<file path="src/rtl/apb_slave_regbank.sv">
// APB4 completer terminating a bus segment in a bank of memory-mapped registers.
// Supports byte strobes, programmable wait states, read-only HW slots and pslverr.
module apb_slave_regbank #(
  parameter int unsigned ADDR_WIDTH  = 32,
  parameter int unsigned DATA_WIDTH  = 32,
  parameter int unsigned NUM_REGS    = 16,
  parameter int unsigned WAIT_STATES = 0,
  parameter logic [NUM_REGS-1:0] RO_MASK = '0
) (
  input  logic                           pclk,
  input  logic                           presetn,
  input  logic [ADDR_WIDTH-1:0]          paddr,
  input  logic                           psel,
  input  logic                           penable,
  input  logic                           pwrite,
  input  logic [DATA_WIDTH-1:0]          pwdata,
  input  logic [DATA_WIDTH/8-1:0]        pstrb,
  input  logic [2:0]                     pprot,
  output logic [DATA_WIDTH-1:0]          prdata,
  output logic                           pready,
  output logic                           pslverr,
  output logic [NUM_REGS*DATA_WIDTH-1:0] reg_out,
  input  logic [NUM_REGS*DATA_WIDTH-1:0] ro_in
);

  localparam int unsigned NB = DATA_WIDTH / 8;
  localparam int unsigned LB = $clog2(NB);
  localparam int unsigned IW = (NUM_REGS > 1) ? $clog2(NUM_REGS) : 1;

  typedef enum logic [1:0] {
    S_IDLE,
    S_SETUP,
    S_ACCESS
  } state_t;

  state_t r_state;
  state_t w_phase;
  state_t w_next;

  logic [ADDR_WIDTH-1:0] r_addr;
  logic                  r_write;
  logic                  r_prot0;
  logic [3:0]            r_cnt;

  logic [ADDR_WIDTH-1:0] w_full_idx;
  logic [IW-1:0]         w_idx;
  logic                  w_oob;
  logic                  w_unal;
  logic                  w_ro_hit;
  logic                  w_err;
  logic                  w_ready;
  logic                  w_wr_en;
  logic [DATA_WIDTH-1:0] w_rd_val;
  logic                  w_unused;

  logic [DATA_WIDTH-1:0] w_regs [NUM_REGS];
  logic [DATA_WIDTH-1:0] w_ro   [NUM_REGS];

  assign w_unused = ^pprot[2:1];

  // SETUP is the bus setup-phase cycle; capture happens on its closing edge
  always_comb begin
    w_phase = r_state;
    if (r_state == S_IDLE && psel && !penable) begin
      w_phase = S_SETUP;
    end
  end

  always_comb begin
    w_next = r_state;
    unique case (w_phase)
      S_IDLE:   w_next = S_IDLE;
      S_SETUP:  w_next = S_ACCESS;
      S_ACCESS: begin
        if (!psel || w_ready) begin
          w_next = S_IDLE;
        end
      end
      default:  w_next = S_IDLE;
    endcase
  end

  always_ff @(posedge pclk or negedge presetn) begin
    if (!presetn) begin
      r_state <= S_IDLE;
    end else begin
      r_state <= w_next;
    end
  end

  always_ff @(posedge pclk or negedge presetn) begin
    if (!presetn) begin
      r_addr  <= '0;
      r_write <= 1'b0;
      r_prot0 <= 1'b0;
    end else if (w_phase == S_SETUP) begin
      r_addr  <= paddr;
      r_write <= pwrite;
      r_prot0 <= pprot[0];
    end
  end

  always_ff @(posedge pclk or negedge presetn) begin
    if (!presetn) begin
      r_cnt <= 4'd0;
    end else if (w_phase == S_SETUP) begin
      r_cnt <= 4'(WAIT_STATES);
    end else if (r_state == S_ACCESS && r_cnt != 4'd0) begin
      r_cnt <= r_cnt - 4'd1;
    end
  end

  assign w_full_idx = r_addr >> LB;
  assign w_idx      = w_full_idx[IW-1:0];
  assign w_oob      = w_full_idx >= ADDR_WIDTH'(NUM_REGS);
  assign w_unal     = |(r_addr & ADDR_WIDTH'(NB - 1));
  assign w_ro_hit   = !w_oob && RO_MASK[w_idx];
  assign w_err      = w_oob | w_unal |
                      (r_write & (w_ro_hit | ~r_prot0));

  assign w_ready = (r_state == S_ACCESS) && (r_cnt == 4'd0);
  assign w_wr_en = w_ready && psel && r_write && !w_err;

  for (genvar gi = 0; gi < NUM_REGS; gi++) begin : g_reg
    if (RO_MASK[gi]) begin : g_ro
      assign w_regs[gi] = '0;
    end else begin : g_rw
      logic [DATA_WIDTH-1:0] r_q;
      always_ff @(posedge pclk or negedge presetn) begin
        if (!presetn) begin
          r_q <= '0;
        end else if (w_wr_en && w_idx == IW'(gi)) begin
          for (int b = 0; b < NB; b++) begin
            if (pstrb[b]) begin
              r_q[b*8 +: 8] <= pwdata[b*8 +: 8];
            end
          end
        end
      end
      assign w_regs[gi] = r_q;
    end
    assign w_ro[gi] = ro_in[gi*DATA_WIDTH +: DATA_WIDTH];
    assign reg_out[gi*DATA_WIDTH +: DATA_WIDTH] = w_regs[gi];
  end

  assign w_rd_val = w_ro_hit ? w_ro[w_idx] : w_regs[w_idx];

  assign pready  = w_ready;
  assign pslverr = w_ready & w_err;
  assign prdata  = (w_ready && !r_write && !w_err) ? w_rd_val : '0;

endmodule
</file>
<file path="config.mk">
export PLATFORM = sky130hd
export DESIGN_NAME = apb_slave_regbank
export DESIGN_NICKNAME = d
export VERILOG_FILES = /design/src/rtl/apb_slave_regbank.sv
export SDC_FILE = /design/constraint.sdc
export NUM_CORES = 1
export LEC_CHECK = 0
export CORE_AREA = 5 5 433 435
export DETAILED_ROUTE_END_ITERATION = 10
export DIE_AREA = 0 0 438 440
export GPL_ROUTABILITY_DRIVEN = 0
export PLACE_DENSITY_LB_ADDON = 0.3
export SYNTH_ARGS = -nofsm -noshare
export SYNTH_HDL_FRONTEND = slang
export SYNTH_SLANG_ARGS = --single-unit
</file>
<file path="constraint.sdc">
create_clock -name pclk -period 4.98 [get_ports pclk]
set_clock_uncertainty 0.05 [all_clocks]
set_input_delay 1.494 -clock pclk [delete_from_list [all_inputs] [get_ports pclk]]
set_output_delay 1.494 -clock pclk [all_outputs]
set_load 0.02 [all_outputs]
</file>
Word level (Yosys, flattened, before mapping)
Memories as Yosys holds them, arrays and structs flattened.
Cells that the tools add are included.
{"block": "classes", "muxes": 14, "n_lt_le_gt_ge": 3, "eq_ne": 19, "n_addsub": 1, "reduce_logical": 102, "bitwise_logic": 7}
{"op": "32-bit binary-select mux with 4-bit select", "count": 2}
{"op": "32-bit 2-to-1 mux", "count": 6}
{"op": "2-bit AND reduction", "count": 64}
{"op": "4-bit equality test, second input constant", "count": 8}
{"op": "30-bit by 5-bit greater-or-equal comparator with 1-bit output, second input constant", "count": 1}
{"op": "1-bit logical AND", "count": 26}
{"op": "4-bit by 3-bit equality test with 1-bit output, second input constant", "count": 4}
{"op": "4-bit by 2-bit equality test with 1-bit output, second input constant", "count": 2}
{"op": "4-bit zero test", "count": 2}
{"op": "4-bit 2-to-1 mux", "count": 2}
{"op": "5-bit greater-or-equal comparator, second input constant", "count": 1}
{"op": "1-bit zero test", "count": 5}
{"op": "4-bit by 5-bit less-than comparator with 1-bit output, second input constant", "count": 1}
{"op": "4-bit inverter with 5-bit output", "count": 1}
{"op": "2-bit equality test, second input constant", "count": 2}
{"op": "4-bit by 1-bit equality test with 1-bit output, second input constant", "count": 1}
{"op": "2-bit 2-to-1 mux", "count": 2}
{"op": "2-bit one-hot mux with 2 select lines", "count": 1}
{"op": "4-bit nonzero test", "count": 1}
{"op": "4-bit by 1-bit subtractor with 4-bit output, second input constant", "count": 1}
{"op": "1-bit bitwise OR", "count": 3}
{"op": "1-bit AND", "count": 2}
{"op": "2-bit by 1-bit equality test with 1-bit output, second input constant", "count": 1}
{"op": "2-bit zero test", "count": 1}
{"op": "6 further kinds", "count": 6}
{"block": "totals", "mem_count": 1, "input_bits": 588, "reg_bits": 552, "output_inout_bits": 546, "word_cells": 216, "rom_bits": 16}
{"memory": "(no name shown)", "words": 16, "width": 1, "rd": 1, "rd_ports_with_merged_regs": 0, "wr": 0, "line": "117", "source": "assign w_ro_hit = !w_oob && RO_MASK[w_idx];"}

Depth between registers and ports, before layout
Gate-level depths: netlist (run 1).
{"block": "depth", "word_depth": 10, "ltp_mapped": 9}

Least setup slack after synthesis (run 1)
No wires, ideal clock.
{"block": "synth_timing", "path_type": "register -> output", "startpoint": "reg r_addr[22]", "endpoint": "out prdata[0]", "setup_slack_ns": 1.532, "path_buffers": 2, "stages_incl_launch_ff": 7, "arrival_time_ns": 1.904, "cell_sequence": "dfrtp_1 -> nor4_1 -> nand4_1 -> or4_1 -> clkbuf_1 -> clkbuf_1 -> a21oi_1"}
{"block": "synth_via", "elab_chain_len": 9}
{"element": "start, declared", "line": "40", "source": "logic [ADDR_WIDTH-1:0] r_addr;"}
{"element": "start signal, assigned", "line": "97", "source": "r_addr <= paddr;"}
{"element": "30-bit by 5-bit greater-or-equal comparator with 1-bit output (*)", "line": "115", "source": "assign w_oob = w_full_idx >= ADDR_WIDTH'(NUM_REGS);"}
{"element": "1-bit zero test", "line": "117"}
{"element": "1-bit logical AND", "line": "117"}
{"element": "1-bit bitwise OR", "line": "119", "source": "(r_write & (w_ro_hit | ~r_prot0));"}
{"element": "1-bit AND", "line": "119"}
{"element": "1-bit bitwise OR", "line": "118", "source": "assign w_err = w_oob | w_unal |"}
{"element": "1-bit zero test", "line": "150", "source": "assign prdata = (w_ready && !r_write && !w_err) ? w_rd_val : '0;"}
{"element": "1-bit logical AND", "line": "150"}
{"element": "32-bit 2-to-1 mux (*)", "line": "150"}
{"element": "end, declared", "line": "19", "source": "output logic [DATA_WIDTH-1:0] prdata,"}
Every way passes the cells marked *; elsewhere a longest branch is shown, timed or not.

Worst setup path after layout (run 1)
{"block": "layout_timing", "startpoint": "reg r_addr[22]", "endpoint": "out prdata[20]"}
Same word-level chain as after synthesis.

==> results.toml, run 1 <==
[status]
status = "finished clean"

[yosys]
netlist_area_mm2 = 0.02567
synth.distinct_cells = 31
yosysWarnings = 0
synth_edf_count = 0
ys_ff_latch = 551
synth_fp_nets = 2282
ys_async_sr_fraction = 1.000
netlist_instances = 1692
syn_avg_cell_area_um2 = 15.17
seq_area_frac_synth = 0.5371
ys.flop_type = "dfrtp_1"

[grt]
grt_use_total = 0.1324
grt_overflow_total = 0
grtUsageMet2 = 0.2339
grt_util_met3 = 0.02944
grt_pass1_vias = 19566
grt.busiest_layer = "met2"
gr-usage-met1 = 0.1541
antenna_found_initial = 14
grt_start_max_net_pins = 86
grt_pass1_wl_um = 176700

[power]
p_leak_nw = 16.65
ir_drop_v = 0.0001916
powerDensity_mw_per_mm2 = 293.8
total_power_mw = 11.20

[sta]
timing.final.crit_share = 0.9472
slew_violations = 0
layout_min_cycle_time_ps = 4717
tightestPinTransition_ps = 968.7
fin_tns_setup_ps = 0
fmax_mhz = 212.0
hold_viol_final = 0
grt_setup_unrepaired = "false"
setup-violations-final = 0
relSlewSlack = 0.3542

[floorplan]
initial_core_util = 0.1405
coreArea_mm2 = 0.1827
die_height_um = 440
pin_count = 1134
die_area_mm2 = 0.1927
rows = 157
dieWidth_um = 438

[clock_tree]
cts_tree = "yes"
cts.path.max_buffers = 3
postCtsSetupBuffers = 0
clk_latency_ps = 670
ctsRootBufferMaster = "clkbuf_16"
cts_made_buffers = 75
clk_transition_reported_paths_ps = 50
h-tree-depth = 3
numClockSinks = 551

[setup_path]
worstSetupPathType = "register to primary output"
r2r_slack_ps = 1590
crit_buf_inv = 4
r2r_start = "r_write$_DFFE_PN0P_"
startpoint_type = "register"
reg2regPathDepth = 7
end_kind = "primary output"
crit_fanout = 12
path_depth = 8
setup.worst_path.end = "prdata[20]"
cp.required_ps = 3440
critPathArrivalTime_ps = 3170
worstReg2RegEnd = "g_reg[2].g_rw.r_q[5]$_DFFE_PN0P_"
critical_path.startpoint = "r_addr[22]$_DFFE_PN0P_"
cpMaxStageDelayCell = "or4_4"
cpMostUsedCell = "buf_4"
path_cells = "nor4_2 -> buf_4 -> nand4_1 -> buf_4 -> or4_4 -> buf_6 -> a21oi_1 -> clkdlybuf4s15_1"
cpPeakStageDelay_ps = 590
cp_top_family = "simple AND/OR/NAND/NOR gates"

[finish]
final_area_mm2 = 0.03810
layout_commonest_cell = "clkdlybuf4s50_1"
final_nets = 2978
layout-drive-gt1-share = 0.4091
area_growth_pct = 48.41
final_cell_mix = "585 x clkdlybuf4s50_1, 549 x dfrtp_1, 512 x mux2_2"

[drt]
wirelength_um = 131500
drt-vias-per-instance = 3.831
drc = 0
num_vias = 18532
ant_nets = 0
drt_iter0_drc = 1016
wl_per_cell_um = 27.18
drt_pass1_iterations = 4

[placement]
placed_area_mm2 = 0.03554
hpwlAfterDp_um = 96750
port_buffers = 619

[job]
drv_cap = 0

[min_path]
hold_path.class = "register to register"
[cells in the mapped netlist, types with 7 or more instances]
cell / n / area share
buf_1: 8 / 0.0012
nand4_1: 65 / 0.016
nand2_1: 101 / 0.015
buf_4: 11 / 0.0032
clkbuf_1: 80 / 0.012
nor4_1: 7 / 0.0017
a22oi_1: 64 / 0.019
buf_2: 28 / 0.0055
nor3_2: 15 / 0.0058
nor2_1: 7 / 0.0010
mux4_2: 128 / 0.11
dfrtp_1: 551 / 0.54
a21oi_1: 32 / 0.0062
mux2_2: 512 / 0.22
nor3_4: 49 / 0.031
[logic make-up (layout without fill, tap and decap cells)]
family,count (synthesis),in the layout,share of synthesized area
AOI/OAI and AO/OA,101,101,0.02617
xor gates and xnor gates,2,2,0.0006824
adders and majority gates,2,2,0.0009746
buffers and inverters,131,886,0.02213
DFF,551,551,0.5371
muxes,640,640,0.3369
other,0,5,0
and+or+nand+nor,265,265,0.07612
[tightest hold or removal path, cell delays in order (launching register included)]
cell	delay, ps
dfrtp_1	340
nand2_1	50
nand2_1	60
[per-layer routing]
metal  vias to the layer above  part of all wire
met5                         -                 0
met4                         0             0.044
met3                       165             0.046
met2                       475              0.51
met1                     10049              0.40
li1                       7843                 -
[registers in the layout, summed over array words and instances (netlist names)]
register / cells
g.g_rw.r_q: 512
r_addr: 32
r_cnt: 4
r_prot0: 1
r_state: 1
r_write: 1
[final cells by class]
type | count | area [um2]
antenna | 5 | 12.51
clock buffer | 113 | 2253
clock inverter | 23 | 220.2
fill | 19602 | 144600
inverter | 4 | 15.01
multi-input combinational | 1010 | 11430
sequential | 551 | 13800
tap | 2385 | 2984
timing repair buffer | 746 | 7387
[worst min-delay path by stage]
stage	start	end	slack [ps]	cells past startpoint
6_report	r_addr[28]$_DFFE_PN0P_	r_addr[28]$_DFFE_PN0P_	430	2
3_3_place_gp	r_addr[8]$_DFFE_PN0P_	r_addr[8]$_DFFE_PN0P_	420	2
3_5_place_dp	r_addr[8]$_DFFE_PN0P_	r_addr[8]$_DFFE_PN0P_	410	2
5_1_grt	r_addr[28]$_DFFE_PN0P_	r_addr[28]$_DFFE_PN0P_	460	2
4_1_cts	r_addr[29]$_DFFE_PN0P_	r_addr[29]$_DFFE_PN0P_	430	2
2_1_floorplan	r_addr[10]$_DFFE_PN0P_	r_addr[10]$_DFFE_PN0P_	400	2
[through the flow]
stage	instances	setup slack [ps]	hold slack, ps	utilization
floorplan	1692	1532	396.0	-
global placement	4695	303.8	417.4	0.1946
detailed placement	4695	294.3	413.7	0.1946
CTS	4831	-2.842	429.5	0.2084
global route	4834	83.12	457.2	0.2085
finish	4837	262.9	433.4	0.2086
[timing repair]
action / 4_1_cts / 5_1_grt
endpoints found under the setup margin: 24 / 15
cloned: 0 / 1
endpoints found under the hold margin: 0 / 0
resized for setup: 65 / 6
hold buffers: 0 / 0
[where the power goes]
| part | internal [mW] | switching [mW] | total [mW] |
|---|---|---|---|
| registers | 4.54 | 0.0640 | 4.61 |
| logic | 0.360 | 0.787 | 1.15 |
| clock network | 3.24 | 2.20 | 5.44 |
No activity file was read; power rests on OpenSTA's default activity.
==> run 2, diff against run 1 <==
CORE_AREA = 5 5 443 445   (was 5 5 433 435)
DIE_AREA = 0 0 448 450   (was 0 0 438 440)
clock period = 4.3 ns   (was 4.98 ns; I/O delays follow)
==> run 2 against run 1 <==
The flow now finishes with violations (setup timing). Cell area grew 3.4%. Die area grew 4.6%. Sequential share of layout area shrank 1.2 points. Non-clock buffer count grew 34. Critical path type unchanged. Largest cell class unchanged. Highest routed layer unchanged.
==> results.toml, run 2 (synthesized netlist as in run 1, its figures left out) <==
[finish]
final_nets = 3013
area_growth_pct = 53.50
largest_reg_flops = 512
top_register = "g.g_rw.r_q"
layout_commonest_cell = "clkdlybuf4s50_1"
fillers = 20609
top_regs = "g.g_rw.r_q: 512 flops, r_addr: 32 flops, r_cnt: 4 flops"
postLayoutCoreUtil = 0.2055
final_cell_mix = "585 x clkdlybuf4s50_1, 548 x dfrtp_1, 512 x mux2_2"
layout-drive-gt1-share = 0.4320

[drt]
drt_iter0_drc = 857
drc = 0
drt_pass1_iterations = 4
ant_nets = 0
drt-vias-per-instance = 3.727
wl_per_cell_um = 26.83
num_vias = 18699
wirelength_um = 134600

[job]
drv_cap = 0

[sta]
relSlewSlack = 0.2830
slew_violations = 0
finalWorstSetupSlack_ps = -134.2
grt_setup_unrepaired = "true"
fmax_mhz = 225.5
tightestPinTransition_ps = 1075
layout_min_cycle_time_ps = 4434
setup-violations-final = 21
hold_viol_final = 0
timing.final.crit_share = 1.031

[setup_path]
path_cells = "nor4_2 -> buf_4 -> nand4_1 -> buf_4 -> or4_4 -> buf_16 -> buf_8 -> a21oi_2 -> buf_6"
end_kind = "primary output"
critPathArrivalTime_ps = 3090
crit_fanout = 7
startpoint_type = "register"
r2r_start = "r_write$_DFFE_PN0P_"
cpMaxStageDelayCell = "or4_4"
cp.required_ps = 2960
worstSetupPathType = "register to primary output"
cpMostUsedCell = "buf_4"
cpPeakStageDelay_ps = 610
critical_path.startpoint = "r_addr[31]$_DFFE_PN0P_"

[floorplan]
die_area_mm2 = 0.2016
coreArea_mm2 = 0.1918
die_height_um = 450
initial_core_util = 0.1339
dieWidth_um = 448
rows = 161
pin_count = 1134

[power]
ir_drop_v = 0.0002330
p_leak_nw = 17.04
powerDensity_mw_per_mm2 = 335.8

[grt]
grt_pass1_vias = 19903
grt_overflow_total = 0
grt_start_max_net_pins = 82
grt_use_total = 0.1310
antenna_found_initial = 12
grt_pass1_wl_um = 182500

[clock_tree]
cts_tree = "yes"
h-tree-depth = 3
ctsHoldBuffers = 0
cts.path.max_buffers = 3
numClockSinks = 551
clk_latency_ps = 700
cts_made_buffers = 76
ctsRootBufferMaster = "clkbuf_16"
clk_transition_reported_paths_ps = 60

[min_path]
min_from = "r_addr[22]$_DFFE_PN0P_"
hold_path.class = "register to register"

[placement]
hpwlAfterDp_um = 99360
port_buffers = 619
preCtsSetupSlack_ps = -95.96

[status]
violations = "setup timing"
status = "finished, violations left"
==> run 2: cell types whose count changed in the layout (fill, tap and decap cells not counted), moves of 4 or more <==
cell,change
buf_6,+31
buf_12,+30
a21oi_4,+28
a21oi_1,-26
clkdlybuf4s15_2,-15
buf_4,-8
diode_2,+7
clkbuf_1,-5
clkinv_2,+5
clkbuf_8,-4
==> run 2: power by group <==
part / internal [mW] / total (mW) / switching [mW]
clock network: 3.81 / 6.49 / 2.68
registers: 5.26 / 5.33 / 0.0703
logic: 0.478 / 1.41 / 0.932
==> run 2: worst max-delay path: cells and delay by family (launching register included) <==
kind / cells / cell delay [ps]
and+or+nand+nor: 3 / 990
buffers and inverters: 5 / 880
DFF: 1 / 380
AOI/OAI and AO/OA: 1 / 120
==> run 2: cell type report <==
class	instances	area (um2)	share of cell area
tap	2526	3161	0.08020
multi-input combinational	1010	11750	0.2981
inverter	4	15.01	0.0003810
clock buffer	102	2130	0.05404
antenna	12	30.03	0.0007620
sequential	551	13800	0.3501
timing repair buffer	780	8128	0.2062
clock inverter	32	400.4	0.01016
==> run 2: final timing paths <==
kind / depth (start not counted) / slack, ps / endpoint
worst min-delay path: 2 / 420 / r_addr[22]$_DFFE_PN0P_
worst max register to register: 7 / 980 / g_reg[3].g_rw.r_q[15]$_DFFE_PN0P_
worst max-delay path: 9 / -130 / prdata[15]
min in group asynchronous: 1 / 570 / r_addr[28]$_DFFE_PN0P_
max in group asynchronous: 2 / 2370 / g_reg[3].g_rw.r_q[3]$_DFFE_PN0P_
worst min register to register: 2 / 420 / r_addr[22]$_DFFE_PN0P_
==> run 2: layer usage <==
layer  wire length [um]  up-vias  global-route usage
met5                  0        -                   0
li1                   -     7924                   -
met3               6418      166             0.03050
met4               6212        0             0.05641
met1              51480    10161              0.1464
met2              70520      448              0.2366
==> run 2: timing repair <==
action / 4_1_cts / 5_1_grt
buffers inserted: 9 / 4
cloned: 3 / 0
pin swaps: 3 / 2
endpoints found under the setup margin: 33 / 32
resized for setup: 207 / 13
endpoints found under the hold margin: 0 / 0
==> run 2: metrics by stage <==
step	hold slack [ps]	area (um2)	power, mW	cells	setup TNS [ps]
2_1_floorplan	396.0	25670	6.047	1692	0
4_1_cts	429.5	39290	13.56	5003	-5482
6_report	424.6	39410	13.23	5017	-1780
3_3_place_gp	415.1	36190	6.872	4859	-1479
3_5_place_dp	412.9	36190	6.878	4859	-806.6
5_1_grt	450.1	39390	13.80	5009	-6549
